File: src/rtl/axi_slice_dc_pwr_pkg.sv
// Shared types and default constants for the dual-clock AXI slice power controller.
package axi_slice_dc_pwr_pkg;

  localparam int unsigned DEF_MAX_OUTSTANDING = 16;
  localparam int unsigned DEF_WAKE_CYCLES     = 4;

  typedef enum logic [2:0] {
    ST_RUN,
    ST_DRAIN,
    ST_GATED,
    ST_WAKE,
    ST_ISOL
  } pwr_state_e;

endpackage

File: src/rtl/axi_slice_dc_outstanding_cnt.sv
// Saturating outstanding-transaction counter; flags over/underflow attempts for one cycle.
module axi_slice_dc_outstanding_cnt #(
  parameter int unsigned MAX = 16
) (
  input  logic                       clk_i,
  input  logic                       rst_ni,
  input  logic                       inc_i,
  input  logic                       dec_i,
  output logic [$clog2(MAX+1)-1:0]   count_o,
  output logic                       ovf_o,
  output logic                       udf_o
);

  localparam int unsigned CW = $clog2(MAX + 1);

  logic [CW-1:0] count_q, count_d;

  // Simultaneous inc/dec cancels, so it never trips an error even at a limit.
  always_comb begin
    count_d = count_q;
    ovf_o   = 1'b0;
    udf_o   = 1'b0;
    if (inc_i && !dec_i) begin
      if (count_q == CW'(MAX)) ovf_o   = 1'b1;
      else                     count_d = count_q + CW'(1);
    end else if (dec_i && !inc_i) begin
      if (count_q == '0) udf_o   = 1'b1;
      else               count_d = count_q - CW'(1);
    end
  end

  always_ff @(posedge clk_i or negedge rst_ni) begin
    if (!rst_ni) count_q <= '0;
    else         count_q <= count_d;
  end

  assign count_o = count_q;

endmodule

File: src/rtl/axi_slice_dc_pwr_ctrl.sv
// Power/isolation controller for the master side of a dual-clock AXI slice.
module axi_slice_dc_pwr_ctrl
  import axi_slice_dc_pwr_pkg::*;
#(
  parameter int unsigned MAX_OUTSTANDING = DEF_MAX_OUTSTANDING,
  parameter int unsigned WAKE_CYCLES     = DEF_WAKE_CYCLES
) (
  input  logic clk_i,
  input  logic rst_ni,
  input  logic sleep_req_i,
  input  logic isolate_req_i,
  input  logic incoming_req_i,
  input  logic aw_valid_i,
  input  logic aw_ready_i,
  input  logic ar_valid_i,
  input  logic ar_ready_i,
  input  logic w_valid_i,
  input  logic b_valid_i,
  input  logic b_ready_i,
  input  logic r_valid_i,
  input  logic r_ready_i,
  input  logic r_last_i,
  output logic clock_down_o,
  output logic isolate_o,
  output logic clk_en_o,
  output logic sleep_ack_o,
  output logic isolate_ack_o,
  output logic busy_o,
  output logic err_o
);

  localparam int unsigned CW = $clog2(MAX_OUTSTANDING + 1);
  localparam int unsigned WW = (WAKE_CYCLES > 1) ? $clog2(WAKE_CYCLES) : 1;

  logic [CW-1:0] wr_cnt, rd_cnt;
  logic          wr_ovf, wr_udf, rd_ovf, rd_udf;
  logic          cnt_idle;

  axi_slice_dc_outstanding_cnt #(.MAX(MAX_OUTSTANDING)) u_wr_cnt (
    .clk_i   (clk_i),
    .rst_ni  (rst_ni),
    .inc_i   (aw_valid_i & aw_ready_i),
    .dec_i   (b_valid_i & b_ready_i),
    .count_o (wr_cnt),
    .ovf_o   (wr_ovf),
    .udf_o   (wr_udf)
  );

  axi_slice_dc_outstanding_cnt #(.MAX(MAX_OUTSTANDING)) u_rd_cnt (
    .clk_i   (clk_i),
    .rst_ni  (rst_ni),
    .inc_i   (ar_valid_i & ar_ready_i),
    .dec_i   (r_valid_i & r_ready_i & r_last_i),
    .count_o (rd_cnt),
    .ovf_o   (rd_ovf),
    .udf_o   (rd_udf)
  );

  assign cnt_idle = (wr_cnt == '0) && (rd_cnt == '0);

  pwr_state_e    state_q, state_d;
  logic [WW-1:0] wake_q, wake_d;
  logic          clock_down_q, isolate_q, clk_en_q, sleep_ack_q, err_q;

  always_comb begin
    state_d = state_q;
    wake_d  = wake_q;
    unique case (state_q)
      ST_RUN: begin
        if (isolate_req_i)    state_d = ST_ISOL;
        else if (sleep_req_i) state_d = ST_DRAIN;
      end
      ST_DRAIN: begin
        if (isolate_req_i)     state_d = ST_ISOL;
        else if (!sleep_req_i) state_d = ST_RUN;
        else if (cnt_idle && !incoming_req_i && !w_valid_i) state_d = ST_GATED;
      end
      ST_GATED: begin
        if (incoming_req_i || !sleep_req_i || isolate_req_i) begin
          state_d = ST_WAKE;
          wake_d  = WW'(WAKE_CYCLES - 1);
        end
      end
      ST_WAKE: begin
        if (wake_q == '0) state_d = ST_RUN;
        else              wake_d  = wake_q - WW'(1);
      end
      ST_ISOL: begin
        if (!isolate_req_i) state_d = ST_RUN;
      end
      default: state_d = ST_RUN;
    endcase
  end

  // Outputs are registered from the next state so they align with state_q.
  always_ff @(posedge clk_i or negedge rst_ni) begin
    if (!rst_ni) begin
      state_q      <= ST_RUN;
      wake_q       <= '0;
      clock_down_q <= 1'b0;
      isolate_q    <= 1'b0;
      clk_en_q     <= 1'b1;
      sleep_ack_q  <= 1'b0;
      err_q        <= 1'b0;
    end else begin
      state_q      <= state_d;
      wake_q       <= wake_d;
      clock_down_q <= (state_d == ST_GATED) || (state_d == ST_WAKE);
      isolate_q    <= (state_d == ST_ISOL);
      clk_en_q     <= (state_d != ST_GATED);
      sleep_ack_q  <= (state_d == ST_GATED);
      err_q        <= err_q | wr_ovf | wr_udf | rd_ovf | rd_udf;
    end
  end

  assign clock_down_o  = clock_down_q;
  assign isolate_o     = isolate_q;
  assign clk_en_o      = clk_en_q;
  assign sleep_ack_o   = sleep_ack_q;
  assign isolate_ack_o = isolate_q & cnt_idle;
  assign busy_o        = !cnt_idle;
  assign err_o         = err_q;

endmodule

File: config.mk
export PLATFORM = sky130hd
export DESIGN_NAME = axi_slice_dc_pwr_ctrl
export DESIGN_NICKNAME = d
export VERILOG_FILES = /design/src/rtl/axi_slice_dc_pwr_pkg.sv /design/src/rtl/axi_slice_dc_outstanding_cnt.sv /design/src/rtl/axi_slice_dc_pwr_ctrl.sv
export SDC_FILE = /design/constraint.sdc
export NUM_CORES = 1
export LEC_CHECK = 0
export BUFFER_PORTS_ARGS = -buffer_cell sky130_fd_sc_hd__buf_2
export CAP_MARGIN = 20
export CORE_AREA = 2 2 53 55
export DETAILED_ROUTE_END_ITERATION = 8
export DIE_AREA = 0 0 55 57
export GPL_TIMING_DRIVEN = 0
export PLACE_DENSITY = 0.82
export SETUP_SLACK_MARGIN = 0.1
export SLEW_MARGIN = 20
export SYNTH_ARGS = -nofsm -noshare
export SYNTH_HDL_FRONTEND = slang
export SYNTH_SLANG_ARGS = --single-unit
File: constraint.sdc
create_clock -name clk_i -period 2.45 [get_ports clk_i]
set_clock_uncertainty 0.2 [all_clocks]
set_input_delay 0.49 -clock clk_i [delete_from_list [all_inputs] [get_ports clk_i]]
set_output_delay 0.49 -clock clk_i [all_outputs]
set_load 0.005 [all_outputs]
# Yosys cells after proc, flatten, opt, wreduce, memory -nomap -nowiden
# Index checks and enable logic that the tools add are counted.
# word_totals
inputBits,15
register_bits,20
out_inout_bits,7
wordCells,98
# classes
n_addsub,5
muxes,30
n_bitwise,10
eq_ne,16
reduce_logical,28
# ops
cell,count
two-way mux 5 bit,8
two-way mux 3 bit,8
one-hot mux 3 bit (5 select lines),1
== test 3 x 2 -> 1 bit (second input constant),4
adder 5 x 1 -> 5 bit (second input constant),2
== test 5 bit (second input constant),2
logical NOT 5 bit,2
two-way mux 1 bit,10
subtractor 5 x 1 -> 5 bit (second input constant),2
AND reduction 3 bit,3
logical NOT 1 bit,8
inequality test 2 bit (second input constant),4
logical AND 1 bit,7
bitwise AND 1 bit,6
== test 3 bit (second input constant),2
nonzero test 2 bit,3
two-way mux 2 bit,2
inequality test 2 x 1 -> 1 bit (second input constant),2
OR 1 bit,4
one-hot mux 2 bit (2 select lines),1
== test 3 x 1 -> 1 bit (second input constant),1
logical NOT 3 bit,1
logical OR 1 bit,3
inequality test 3 x 2 -> 1 bit (second input constant),1
2 further kinds,2

# Logic depth before layout (Yosys ltp)
# depth
word_depth,10
depth_mapped,9
mapped_depth_nobuf,8

# Cells and area by module
# A second synthesis with hierarchy kept.
# unflattened
cells_unflattened,131
area_unflattened_um2,1327.5
# modules_own_cells
mod,area_per_inst_um2,cells_each,n_inst,seq_area_each_um2
axi_slice_dc_outstanding_cnt,406.6,40,2,125.1
axi_slice_dc_pwr_ctrl,514.2,51,1,251.5

# Least setup slack after synthesis
# No wires, ideal clock.
# synth_timing
path_kind,in2reg
from,input port ar_valid_i
to,"register u_rd_cnt.count_q[4], in the netlist u_rd_cnt.count_o[4]"
setup_ns,0.138
slack_ns,0.047
t_arrival_ns,2.065
n_path_buf,1
path_stages,8
t_required_ns,2.112
path_cell_list,and2_1 > clkbuf_1 > and2_1 > inv_1 > fa_1 > a21o_1 > a21oi_1 > mux4_2
# synth_between
elab_chain_len,5
word_cells_on_any_way,9
classes_between,eq/ne (2); mux (1); bitwise (1); reduce/logical (5)
# synth_rtl
element,line_no,text
from (decl),axi_slice_dc_pwr_ctrl.sv:15,"input logic ar_valid_i,"
bitwise AND 1 bit *,axi_slice_dc_pwr_ctrl.sv:52,".inc_i (ar_valid_i & ar_ready_i),"
logical NOT 1 bit,axi_slice_dc_outstanding_cnt.sv:26,end else if (dec_i && !inc_i) begin
logical AND 1 bit,axi_slice_dc_outstanding_cnt.sv:26,
nonzero test 2 bit (no source line),n/a,
AND reduction 3 bit (no source line),n/a,
to (signal assigned),axi_slice_dc_outstanding_cnt.sv:34,else count_q <= count_d;
to (decl),axi_slice_dc_outstanding_cnt.sv:16,"logic [CW-1:0] count_q, count_d;"
# Every way passes the cells marked *; elsewhere a longest branch is shown, timed or not.
# A chain may end at the register's enable or synchronous reset.

# Worst setup path in the final report
# layout_timing
from,"register u_rd_cnt.count_q[1], in the netlist u_rd_cnt.count_o[1]"
to,output port isolate_ack_o
# layout_between
elab_chain_len,3
# layout_rtl
element,line_no,text
logical NOT 5 bit,axi_slice_dc_pwr_ctrl.sv:59,assign cnt_idle = (wr_cnt == '0) && (rd_cnt == '0);
logical AND 1 bit,axi_slice_dc_pwr_ctrl.sv:59,
bitwise AND 1 bit,axi_slice_dc_pwr_ctrl.sv:120,assign isolate_ack_o = isolate_q & cnt_idle;
to (decl),axi_slice_dc_pwr_ctrl.sv:27,"output logic isolate_ack_o,"
# Every way passes these cells.

==> flow_results.xml <==
<?xml version="1.0" encoding="UTF-8"?>
<metrics>
  <group name="synthesis">
    <metric name="synth.area.top_cells" unit="">sky130_fd_sc_hd__dfrtp_1 (35%), sky130_fd_sc_hd__ha_1 (6.5%), sky130_fd_sc_hd__mux4_2 (3.3%)</metric>
    <metric name="yosys_warnings" unit="">0</metric>
    <metric name="ys_seq_elements" unit="">20</metric>
    <metric name="synth.lib_cells_used.distinct" unit="">45</metric>
    <metric name="synth-seq-area-share" unit="%">37.2</metric>
    <metric name="synth_top_flop_cell" unit="">sky130_fd_sc_hd__dfrtp_1</metric>
    <metric name="post_synth_instance_area" unit="µm²">1350</metric>
    <metric name="synth.net_count" unit="">161</metric>
    <metric name="postSynth.asyncResetShare" unit="%">100</metric>
    <metric name="synth_area_leader_cell" unit="">sky130_fd_sc_hd__dfrtp_1</metric>
    <metric name="syn_avg_cell_area" unit="µm²">9.85</metric>
    <metric name="synth_largest_type_area_fraction" unit="%">35.3</metric>
    <metric name="synth_edf_count" unit="">0</metric>
    <metric name="postSynthCellCount" unit="">137</metric>
  </group>
  <group name="final_layout">
    <metric name="final_nets" unit="">194</metric>
    <metric name="antenna_cells_inserted" unit="">0</metric>
    <metric name="top_library_cells_by_usage_in_the_layout_fill_and_taps_aside" unit="">sky130_fd_sc_hd__buf_2 (22), sky130_fd_sc_hd__dfrtp_1 (16), sky130_fd_sc_hd__nand2_1 (10)</metric>
    <metric name="share_of_final_layout_standard_cells_stronger_than_drive_strength_1" unit="%">27.8</metric>
    <metric name="post_layout_nonfiller_instances" unit="">200</metric>
    <metric name="area_growth" unit="%">17.7</metric>
    <metric name="leading_cell_type_in_the_layout_fill_and_taps_excluded" unit="">sky130_fd_sc_hd__buf_2</metric>
    <metric name="nFillCells" unit="">234</metric>
  </group>
  <group name="clocking">
    <metric name="clockRootBuffer" unit="">sky130_fd_sc_hd__clkbuf_4</metric>
    <metric name="numCtsBuffers" unit="">3</metric>
    <metric name="cts_tree" unit="">built</metric>
    <metric name="numClockSinks" unit="">20</metric>
    <metric name="cts.path.max_buffers" unit="">2</metric>
    <metric name="clk-insertion-delay-late" unit="ns">0.30</metric>
    <metric name="clk_transition_reported_paths" unit="ns">0.11</metric>
    <metric name="ctsHtreeMaxLevel" unit="">1</metric>
  </group>
  <group name="routing">
    <metric name="avgRoutedWirePerCell" unit="µm">13.7</metric>
    <metric name="firstDrtPassIters" unit="">5</metric>
    <metric name="drt_iter0_markers" unit="">48</metric>
    <metric name="drt_wl_total" unit="mm">2.73</metric>
    <metric name="drcViolationCount" unit="">0</metric>
    <metric name="detailroute.via_count" unit="">1162</metric>
    <metric name="avgViaCountPerCell" unit="">5.81</metric>
    <metric name="ant_nets" unit="">0</metric>
  </group>
  <group name="place">
    <metric name="routabilityCongestion" unit="">0.898</metric>
    <metric name="pre_cts_ws" unit="ns">-0.162</metric>
    <metric name="io_buffers" unit="">21</metric>
    <metric name="place_inst" unit="">189</metric>
    <metric name="post-dp-hpwl" unit="mm">2.13</metric>
  </group>
  <group name="timing">
    <metric name="maxSlewViolCount" unit="">0</metric>
    <metric name="fin_crit_sh" unit="%">104</metric>
    <metric name="postLayoutSetupSlackWorst" unit="ns">-0.103</metric>
    <metric name="finalHoldViolations" unit="">0</metric>
    <metric name="max_clock_freq" unit="MHz">392</metric>
    <metric name="setup_viol" unit="">2</metric>
    <metric name="rsz0062_at_grt" unit="">true</metric>
    <metric name="timing.max_slew.rel_slack" unit="%">48.6</metric>
    <metric name="setup-tns-final" unit="ns">-0.124</metric>
    <metric name="post-route-min-period" unit="ns">2.55</metric>
    <metric name="worst-slew-pin-transition" unit="ns">0.763</metric>
  </group>
  <group name="global_route">
    <metric name="grt_usage" unit="%">20.4</metric>
    <metric name="initial_antenna_violation_count" unit="">0</metric>
    <metric name="overflow" unit="">0</metric>
    <metric name="grt_start_max_net_pins" unit="">21</metric>
    <metric name="grt_pass1_wl" unit="mm">4.82</metric>
    <metric name="first_global_vias" unit="">1170</metric>
  </group>
  <group name="worst_setup_path">
    <metric name="slowest_delay" unit="ns">0.55</metric>
    <metric name="timing.critical_path.required" unit="ns">1.76</metric>
    <metric name="critPathArrivalTime" unit="ns">1.86</metric>
    <metric name="setup.reg_to_reg.worst_slack" unit="ns">0.27</metric>
    <metric name="critical_path_class" unit="">reg -&gt; out</metric>
    <metric name="worst-path-buf-inv" unit="">1</metric>
    <metric name="slowest_stage" unit="">sky130_fd_sc_hd__or4_4</metric>
    <metric name="worstSetupStartpointType" unit="">flip-flop</metric>
    <metric name="cp_max_fo" unit="">4</metric>
    <metric name="timing.critical_path.to_type" unit="">output port</metric>
    <metric name="cp_top_family" unit="">simple AND/OR/NAND/NOR gates</metric>
    <metric name="worstPathCellList" unit="">or4_4, nor4_4, and2_1, buf_2</metric>
  </group>
  <group name="die">
    <metric name="fp-row-count" unit="">19</metric>
    <metric name="floorplan.core_area" unit="µm²">2620</metric>
    <metric name="fp.dieArea" unit="µm²">3140</metric>
    <metric name="die_width" unit="µm">55</metric>
    <metric name="total_i_o_pin_count" unit="">22</metric>
    <metric name="effective_utilization_at_floorplan" unit="%">51.6</metric>
    <metric name="die_h" unit="µm">57</metric>
  </group>
  <group name="flow_run">
    <metric name="timing.max_cap.violations" unit="">0</metric>
  </group>
  <group name="power_and_ir_drop">
    <metric name="vdd_drop_max" unit="µV">551</metric>
    <metric name="total_power" unit="µW">1400</metric>
    <metric name="p_leak" unit="µW">0.000722</metric>
    <metric name="cellPowerDensity" unit="nW/µm²">882</metric>
  </group>
  <group name="hold_path">
    <metric name="worstHoldPathType" unit="">in -&gt; reg</metric>
  </group>
  <group name="status">
    <metric name="failed_checks" unit="">negative setup slack</metric>
    <metric name="outcome" unit="">finished with violations</metric>
  </group>
</metrics>
[worst reg2reg max path, stage by stage, from the launching register on]
cell and delay, ns:
sky130_fd_sc_hd__dfrtp_2 0.42, sky130_fd_sc_hd__buf_4 0.16, sky130_fd_sc_hd__nor4_1 0.68, sky130_fd_sc_hd__nand2_1 0.17, sky130_fd_sc_hd__nor3b_1 0.18, sky130_fd_sc_hd__o221a_2 0.27
[cells by family (layout without fill, tap and decap cells)]
group / after synthesis / count (layout) / synth area share, %
AO/OA/AOI/OAI: 36 / 36 / 19.1
adder cells (fa/ha/maj): 9 / 9 / 9.46
buffers and inverters: 10 / 42 / 2.88
AND/OR/NAND/NOR: 50 / 50 / 21.1
XOR/XNOR: 6 / 6 / 3.90
flip-flops: 20 / 20 / 37.2
multiplexers: 6 / 6 / 6.40
[where the power goes]
group / switching, µW / internal, µW / total, µW
logic: 367 / 349 / 715
registers: 88.2 / 433 / 522
clock network: 100 / 63.4 / 164
total: 555 / 845 / 1400
[path summary, 6_finish.rpt]
kind                            cells after the start           startpoint             endpoint
worst max register to register                      5  u_wr_cnt.count_o[0]  u_wr_cnt.count_o[3]
max in group asynchronous                           2               rst_ni             clk_en_o
worst min register to register                      1           state_q[1]            isolate_o
worst min-delay path                                3        isolate_req_i            isolate_o
min in group asynchronous                           2               rst_ni            wake_q[0]
worst max-delay path                                4  u_rd_cnt.count_o[1]        isolate_ack_o
[metal layers]
| layer | global-route usage [%] | up-vias | part of all wire [%] |
|---|---|---|---|
| li1 | - | 575 | - |
| met4 | 5.92 | 0 | 1.1 |
| met1 | 25.1 | 552 | 43 |
| met3 | 2.88 | 6 | 4.4 |
| met2 | 36.1 | 29 | 52 |
| met5 | 0 | - | 0 |
[state kept, by name (all words and copies together) (netlist names)]
register,count
u_rd_cnt.count_o,5
u_wr_cnt.count_o,5
state_q,3
wake_q,2
clk_en_o,1
clock_down_o,1
err_o,1
isolate_o,1
sleep_ack_o,1
[area by class of cell]
cell class,count,area (µm²),area share [%]
Multi-Input combinational cell,107,817,51.5
Sequential cell,20,505,31.8
Timing Repair Buffer,28,160,10.1
Tap cell,31,38.8,2.44
Clock buffer,4,26.3,1.65
Inverter,6,22.5,1.42
Buffer,4,17.5,1.10
[synthesized netlist by cell type, drive strengths merged (2+ instances only)]
cell     number
dfrtp        19
nand2        10
nor2          9
a21oi         7
ha            7
inv           6
nand3         6
nand2b        5
xnor2         5
a211oi        4
a21o          4
and2          4
nor3          4
o21ai         4
a2bb2oi       3
clkbuf        3
mux2i         3
nor4          3
a31oi         2
fa            2
mux4          2
o2bb2ai       2
or3           2
or4           2
[stage by stage]
stage / instance area [µm²] / utilization [%] / hold WS, ns
floorplan: 1360 / - / -0.00559
global placement: 1500 / 57.3 / 0.247
detailed placement: 1500 / 57.3 / 0.260
CTS: 1580 / 60.4 / 0.227
global route: 1590 / 60.7 / 0.242
finish: 1590 / 60.7 / 0.231
[what timing repair did]
| item | CTS | global route |
|---|---|---|
| endpoints found under the setup margin | 2 | 6 |
| pin swaps | 3 | 0 |
| resized for setup | 4 | 1 |
| setup buffers | 5 | 1 |
| hold buffers | 1 | 0 |
| hold endpoints to repair | 19 | 0 |
Power figures use the tool's default switching activity.
